<file path="src/rtl/dm_pkg.sv">
// Shared LSU types: FSM states, funct3 width/sign codes and the byte-enable generator.
// No logic of its own. The aligned byte-enable pattern comes from funct3 and addr[1:0].
package dm_pkg;

    localparam int DM_XLEN = 32;

    typedef enum logic [2:0] {
        S_IDLE,
        S_REQ,
        S_RESP,
        S_HOLD,
        S_DRAIN
    } lsu_state_t;

    localparam logic [2:0] F3_B  = 3'b000;
    localparam logic [2:0] F3_H  = 3'b001;
    localparam logic [2:0] F3_W  = 3'b010;
    localparam logic [2:0] F3_BU = 3'b100;
    localparam logic [2:0] F3_HU = 3'b101;

    // Half accesses use only addr[1] and word accesses ignore addr[1:0], so odd addresses truncate.
    function automatic logic [3:0] be_gen(input logic [2:0] funct3, input logic [1:0] addr);
        case (funct3[1:0])
            2'b00:   be_gen = 4'b0001 << addr;
            2'b01:   be_gen = addr[1] ? 4'b1100 : 4'b0011;
            default: be_gen = 4'b1111;
        endcase
    endfunction

endpackage

</file>
<file path="src/rtl/dm_lsu_if.sv">
// Data-bus request/grant/response bundle. The LSU drives it through the master modport.
// Backpressure: req and its fields are held until gnt; rvalid arrives at the earliest one cycle after gnt.
interface dm_lsu_if;
    import dm_pkg::*;

    logic               req;
    logic               we;
    logic [DM_XLEN-1:0] addr;
    logic [3:0]         be;
    logic [DM_XLEN-1:0] wdata;
    logic               gnt;
    logic               rvalid;
    logic [DM_XLEN-1:0] rdata;

    modport master (output req, we, addr, be, wdata, input gnt, rvalid, rdata);
    modport slave  (input req, we, addr, be, wdata, output gnt, rvalid, rdata);

endinterface

</file>
<file path="src/rtl/dm_lsu_align.sv">
// Combinational lane steering: store data replication with byte enables, and load extract with sign/zero extend.
// Zero latency and no flow control.
module dm_lsu_align
    import dm_pkg::*;
(
    input  logic [2:0]         funct3,
    input  logic [1:0]         addr_lo,
    input  logic [DM_XLEN-1:0] wdata,
    input  logic [DM_XLEN-1:0] rdata,
    output logic [3:0]         be,
    output logic [DM_XLEN-1:0] wdata_sh,
    output logic [DM_XLEN-1:0] rdata_ext
);

    logic [7:0]  byte_v;
    logic [15:0] half_v;

    always_comb begin
        be     = be_gen(funct3, addr_lo);
        byte_v = rdata[{addr_lo, 3'b000} +: 8];
        half_v = addr_lo[1] ? rdata[31:16] : rdata[15:0];

        case (funct3[1:0])
            2'b00:   wdata_sh = {4{wdata[7:0]}};
            2'b01:   wdata_sh = {2{wdata[15:0]}};
            default: wdata_sh = wdata;
        endcase

        // The remaining funct3 codes (011, 110, 111) fall through to a full word.
        case (funct3)
            F3_B:    rdata_ext = {{24{byte_v[7]}}, byte_v};
            F3_BU:   rdata_ext = {24'b0, byte_v};
            F3_H:    rdata_ext = {{16{half_v[15]}}, half_v};
            F3_HU:   rdata_ext = {16'b0, half_v};
            F3_W:    rdata_ext = rdata;
            default: rdata_ext = rdata;
        endcase
    end

endmodule

</file>
<file path="src/rtl/dm_lsu.sv">
// DM-stage load/store unit. A store stalls 0 cycles; a load stalls 1 cycle at best. Result is held until advance.
// Stalls while the bus withholds gnt or rvalid. DM_LSU_MISALIGN_TRAP_EN flags misaligned accesses instead of truncating them.
module dm_lsu
    import dm_pkg::*;
#(
    parameter int XLEN = 32
) (
    input  logic            clk,
    input  logic            reset,
    input  logic            clear,
    input  logic            advance,
    input  logic            m_mem_rd,
    input  logic            m_mem_wr,
    input  logic [XLEN-1:0] m_addr,
    input  logic [XLEN-1:0] m_wdata,
    input  logic [2:0]      m_funct3,
    output logic [XLEN-1:0] m_rdata,
    output logic            m_done,
    output logic            m_stall,
    output logic            m_misalign,
    dm_lsu_if.master        dbus
);

    lsu_state_t      state, state_nxt;
    logic            access, is_load, is_store, mis;
    logic            req, stall, capture, misalign_set, misalign_q;
    logic [3:0]      be;
    logic [XLEN-1:0] wdata_sh, rdata_ext;

    dm_lsu_align u_align (
        .funct3    (m_funct3),
        .addr_lo   (m_addr[1:0]),
        .wdata     (m_wdata),
        .rdata     (dbus.rdata),
        .be        (be),
        .wdata_sh  (wdata_sh),
        .rdata_ext (rdata_ext)
    );

    assign access   = m_mem_rd | m_mem_wr;
    assign is_load  = m_mem_rd;
    assign is_store = m_mem_wr & ~m_mem_rd;

`ifdef DM_LSU_MISALIGN_TRAP_EN
    assign mis = ((m_funct3[1:0] == 2'b01) & m_addr[0]) | (m_funct3[1] & (|m_addr[1:0]));
`else
    assign mis = 1'b0;
`endif

    always_comb begin
        state_nxt    = state;
        req          = 1'b0;
        stall        = 1'b0;
        capture      = 1'b0;
        misalign_set = 1'b0;
        case (state)
            S_IDLE: begin
                if (access && !clear) begin
                    if (mis) begin
                        misalign_set = 1'b1;
                        state_nxt    = S_HOLD;
                    end else begin
                        req   = 1'b1;
                        stall = !(is_store && dbus.gnt);
                        if (dbus.gnt)
                            state_nxt = is_load ? S_RESP : (advance ? S_IDLE : S_HOLD);
                        else
                            state_nxt = S_REQ;
                    end
                end
            end
            S_REQ: begin
                if (clear) begin
                    state_nxt = S_IDLE;
                end else begin
                    req   = 1'b1;
                    stall = 1'b1;
                    if (dbus.gnt)
                        state_nxt = is_load ? S_RESP : S_HOLD;
                end
            end
            S_RESP: begin
                // The response cycle itself does not stall; the extended data is registered at this edge.
                stall = !dbus.rvalid;
                if (dbus.rvalid) begin
                    capture   = !clear;
                    state_nxt = clear ? S_IDLE : S_HOLD;
                end else if (clear) begin
                    state_nxt = S_DRAIN;
                end
            end
            S_DRAIN: begin
                stall = 1'b1;
                if (dbus.rvalid)
                    state_nxt = S_IDLE;
            end
            S_HOLD: begin
                if (advance || clear)
                    state_nxt = S_IDLE;
            end
            default: state_nxt = S_IDLE;
        endcase
    end

    always_ff @(posedge clk) begin
        if (reset) begin
            state      <= S_IDLE;
            m_rdata    <= '0;
            misalign_q <= 1'b0;
        end else begin
            state <= state_nxt;
            if (capture)
                m_rdata <= rdata_ext;
            else if (misalign_set)
                m_rdata <= '0;
            if (misalign_set)
                misalign_q <= 1'b1;
            else if (state == S_HOLD && (advance || clear))
                misalign_q <= 1'b0;
        end
    end

    assign m_done     = (state == S_HOLD);
    assign m_misalign = misalign_q;
    assign m_stall    = stall & ~reset;
    assign dbus.req   = req & ~reset;
    assign dbus.we    = is_store;
    assign dbus.addr  = {m_addr[XLEN-1:2], 2'b00};
    assign dbus.be    = be;
    assign dbus.wdata = wdata_sh;

endmodule

</file>
<file path="src/flat_wrapper.sv">
// flat-port wrapper written by rule: the top's interface ports become plain ports
module dm_lsu_flat import dm_pkg::*;
#(
    parameter int XLEN = 32
)
  (clk, reset, clear, advance, m_mem_rd, m_mem_wr, m_addr, m_wdata, m_funct3, m_rdata, m_done, m_stall, m_misalign, dbus_req, dbus_we, dbus_addr, dbus_be, dbus_wdata, dbus_gnt, dbus_rvalid, dbus_rdata);
  dm_lsu_if dbus_i ();
  input  logic clk;
  input  logic reset;
  input  logic clear;
  input  logic advance;
  input  logic m_mem_rd;
  input  logic m_mem_wr;
  input  logic [XLEN-1:0] m_addr;
  input  logic [XLEN-1:0] m_wdata;
  input  logic [2:0] m_funct3;
  output logic [XLEN-1:0] m_rdata;
  output logic m_done;
  output logic m_stall;
  output logic m_misalign;
  output wire logic [$bits(dbus_i.req)-1:0] dbus_req;
  output wire logic [$bits(dbus_i.we)-1:0] dbus_we;
  output wire logic [$bits(dbus_i.addr)-1:0] dbus_addr;
  output wire logic [$bits(dbus_i.be)-1:0] dbus_be;
  output wire logic [$bits(dbus_i.wdata)-1:0] dbus_wdata;
  input wire logic [$bits(dbus_i.gnt)-1:0] dbus_gnt;
  input wire logic [$bits(dbus_i.rvalid)-1:0] dbus_rvalid;
  input wire logic [$bits(dbus_i.rdata)-1:0] dbus_rdata;
  assign dbus_req = dbus_i.req;
  assign dbus_we = dbus_i.we;
  assign dbus_addr = dbus_i.addr;
  assign dbus_be = dbus_i.be;
  assign dbus_wdata = dbus_i.wdata;
  assign dbus_i.gnt = dbus_gnt;
  assign dbus_i.rvalid = dbus_rvalid;
  assign dbus_i.rdata = dbus_rdata;
  dm_lsu #(.XLEN(XLEN)) u_core (.clk(clk), .reset(reset), .clear(clear), .advance(advance), .m_mem_rd(m_mem_rd), .m_mem_wr(m_mem_wr), .m_addr(m_addr), .m_wdata(m_wdata), .m_funct3(m_funct3), .m_rdata(m_rdata), .m_done(m_done), .m_stall(m_stall), .m_misalign(m_misalign), .dbus(dbus_i));
endmodule
</file>
<file path="config.mk">
export PLATFORM = sky130hd
export DESIGN_NAME = dm_lsu_flat
export DESIGN_NICKNAME = d
export VERILOG_FILES = /design/src/rtl/dm_pkg.sv /design/src/rtl/dm_lsu_if.sv /design/src/rtl/dm_lsu_align.sv /design/src/rtl/dm_lsu.sv /design/src/flat_wrapper.sv
export SDC_FILE = /design/constraint.sdc
export NUM_CORES = 1
export LEC_CHECK = 0
export CAP_MARGIN = 25
export CORE_AREA = 2 2 98 100
export DETAILED_ROUTE_END_ITERATION = 10
export DIE_AREA = 0 0 100 102
export PLACE_DENSITY = 0.79
export SETUP_SLACK_MARGIN = 0.4
export SLEW_MARGIN = 10
export SYNTH_ARGS = -nofsm -noshare
export SYNTH_HDL_FRONTEND = slang
export SYNTH_SLANG_ARGS = --single-unit
</file>
<file path="constraint.sdc">
create_clock -name clk -period 1.7 [get_ports clk]
set_clock_uncertainty 0.2 [all_clocks]
set_input_delay 0.34 -clock clk [delete_from_list [all_inputs] [get_ports clk]]
set_output_delay 0.34 -clock clk [all_outputs]
set_load 0.005 [all_outputs]
</file>
==> results by group <==
Critical path
  • Family with the most delay on the worst path: flip-flops
  • R2R Path End: u_core.state[1]
  • Bufs and invs on worst path: 1
  • Worst-case reg-to-reg path depth: 8
  • Crit path cell chain: nor2b_4, mux2i_1, or2_4, a21oi_2, buf_2
  • Crit Path Class: flop to output port
  • CP max stage cell: dfxtp_4
  • Critical Path RT: around 1200 ps
  • FF-to-FF setup slack: -100 ps
  • CP Launch Type: flop
  • Worst setup EP type: output port
  • Critical path arrival: 1340 ps
  • RR Startpoint: u_core.state[2]
  • Critical Path Fanout Max: 4
  • Max incr delay on CP: 380 ps

Clock tree
  • Cts bufs inserted: 5
  • Clk slew on worst S/H paths: 80 ps
  • Root Buffer: clkbuf_8
  • Max clock buf depth: 2
  • TritonCTS clock tree: done
  • Clk_lat worst skew: 290 ps
  • CTS Hold Bufs: 0
  • H-tree Lvls: 2
  • CTS Sinks: 35

STA
  • Setup TNS Final: -1712 ps
  • Setup ws final: -184.8 ps
  • Final hold violation count: 0
  • Final setup violating endpoints: 32
  • Clock period minus worst slack: ~1900 ps
  • Fmax: ~530 MHz
  • RSZ-0062 raised after global routing: yes
  • Final Cycle Share: 110.9%
  • Slew Limit Fails: 0

Logic synthesis
  • Most frequent cell after synthesis: buf_4
  • Post-Syn Area: roughly 2800 µm²
  • Number of flops mapped to enable cells by yosys: 0
  • Avg Cell Area, Syn: 7.749 µm²
  • Top post-synthesis cells by area: dfxtp_1, buf_4, mux2_2
  • Post-synth top flop: dfxtp_1
  • Yosys Warn Count: 0
  • Area leader, netlist: dfxtp_1
  • Flops & latches, synth: 35
  • Async SR Flop Fraction: 0%
  • Post-synthesis sequential area ratio: 25.33%
  • Top cells by count, synth: buf_4, o21ai_0, a21oi_1
  • Mapped Cells: 357
  • Top-area cell type share of the netlist area: 25.33%
  • Netlist cell types: 49

Die
  • Starting Density: 30.37%
  • # rows: 35
  • I/O pin cnt: 212
  • Core ar.: 9109 µm²
  • Die Ht: between 100 and 150 µm
  • Die footprint: 10200 µm²
  • DIE WIDTH: 100 µm

Final layout
  • Fin area: 6057 µm²
  • Post-route non-filler standard cell count: 698
  • Area delta synth->final: 119.0%
  • Ant. Diodes: 0
  • Layout cells sized above 1: 64.91%
  • Layout Nets: around 700

Worst hold path
  • Worst Hold End: u_core.m_rdata[1]
  • Hold path start: u_core.m_rdata[1]
  • Worst Hold Class: flop to flop
  • Worst hold stages: 2

Drt
  • Routed wire per std cell: ~21 µm
  • Via Count: 3826
  • Initial DRT Pass Iterations: 5
  • Vias/cell: around 5.5
  • Routed Antenna Nets: 0
  • Post-detailed-route DRC marker count: 0
  • Final WL: 14.50 mm
  • Iter 0 DRT Violations: 294

Power and ir drop
  • Worst VDD drop: 362.8 µV
  • Pleak: 2.726 nW
  • Pwr Density: 526.6 nW/µm²

Placement
  • PortBufs: between 100 and 150
  • Placed Cells incl. Taps: 609
  • Place WS: -771.0 ps
  • Placed cell area: 4623 µm²
  • GPL Wtd Cong: 0.9787
  • HPWL after detailed placement: 8.574 mm

Outcome
  • Failing checks: negative setup slack
  • Outcome: finished with violations

Global route
  • First-pass GRT wire length: 20.35 mm
  • Global route total overflow: 0
  • Initial antenna violation count: 0
  • Largest net degree at the start of global routing: 25
  • Tot GR Track Use: 25.46%
  • Vias in the first global route: 3719

Job
  • Max-Cap Viols: 0
## worst register-to-register path, stage by stage (launching register included)
cell and delay [ps]:
dfxtp_4 390, buf_6 130, nor2_4 160, buf_4 140, buf_6 80, buf_6 100, nand3_4 70, o31a_1 120
nor3_1 290
## per-layer routing
| metal | GRT usage (%) | part of all wire, % | wire, µm |
|---|---|---|---|
| met1 | 34.61 | 41 | 5930 |
| met2 | 40.85 | 49 | 7131 |
| met3 | 4.720 | 7.7 | 1111 |
| met4 | 8.641 | 2.3 | 331 |
| met5 | 0 | 0 | 0 |
## layout by cell type (no fill, tap or decap), drive strengths merged, types with 4 or more instances in the layout
cell type,count
clkbuf,9
a21oi,48
nor2,14
a22o,5
inv,6
buf,219
a22oi,8
mux2,17
nand2,24
clkdlybuf4s15,7
dlygate4sd2,31
clkdlybuf4s50,31
nor3,9
and3,4
a2111oi,4
mux2i,10
nand2b,4
nor2b,14
o21ai,39
nand3,9
dfxtp,35
## kinds of logic (layout without fill, tap and decap cells)
group                  after synthesis  count (layout)  share of synthesized area [%]
AOI/OAI and AO/OA                  131             131                          30.85
and+or+nand+nor                     85              86                          15.47
buffers and inverters               77             304                          16.87
DFF                                 35              35                          25.33
muxes                               28              28                          11.35
other                                1               3                         0.1356
## layout make-up
type / count / area [µm²]
fillers: 631 / 3052
repair buffers: 290 / 2860
multi-input cells: 248 / 2180
flip-flops and latches: 35 / 752.0
well taps: 111 / 138.9
clock buffers: 7 / 96.34
inverters: 6 / 22.52
clock inverters: 1 / 7.507
## timing repair
| action | 4_1_cts | 5_1_grt |
|---|---|---|
| pin swaps | 35 | 14 |
| gates cloned | 9 | 1 |
| gates resized for setup | 561 | 55 |
| setup buffers | 50 | 21 |
| setup endpoints to repair | 107 | 79 |
## worst max-delay path by stage
stage,start,end,slack [ps],cells after the start
after global routing,u_core.state[0],m_stall,-220,5
after CTS,u_core.state[0],m_stall,-190,5
after global placement,m_funct3[0],dbus_wdata[26],-750,5
final,u_core.state[0],m_stall,-180,5
after detailed placement,m_funct3[0],dbus_wdata[26],-770,5
after floorplan,m_funct3[1],dbus_wdata[10],100,3
## metrics by stage
| stage | util [%] | total power [W] | hold slack [ps] |
|---|---|---|---|
| 2_1_floorplan | - | 0.001497 | 251.4 |
| 3_3_place_gp | 50.76 | 0.001999 | 250.5 |
| 3_5_place_dp | 50.76 | 0.002022 | 261.5 |
| 4_1_cts | 61.90 | 0.003000 | 274.3 |
| 5_1_grt | 66.50 | 0.003304 | 325.7 |
| 6_report | 66.50 | 0.003190 | 289.0 |
## state kept, by name, indices dropped and copies added, names as in the netlist
name,cells
u_core.state,3
u_core.m_rdata,32
## report_power, final
group	leakage [nW]	total, W	switching (W)	internal [W]
registers	0.301	0.000916	0.0000409	0.000875
clock network	0.0505	0.000695	0.000326	0.000369
logic	2.37	0.00158	0.000675	0.000903
(Power assumes the default switching activity.)
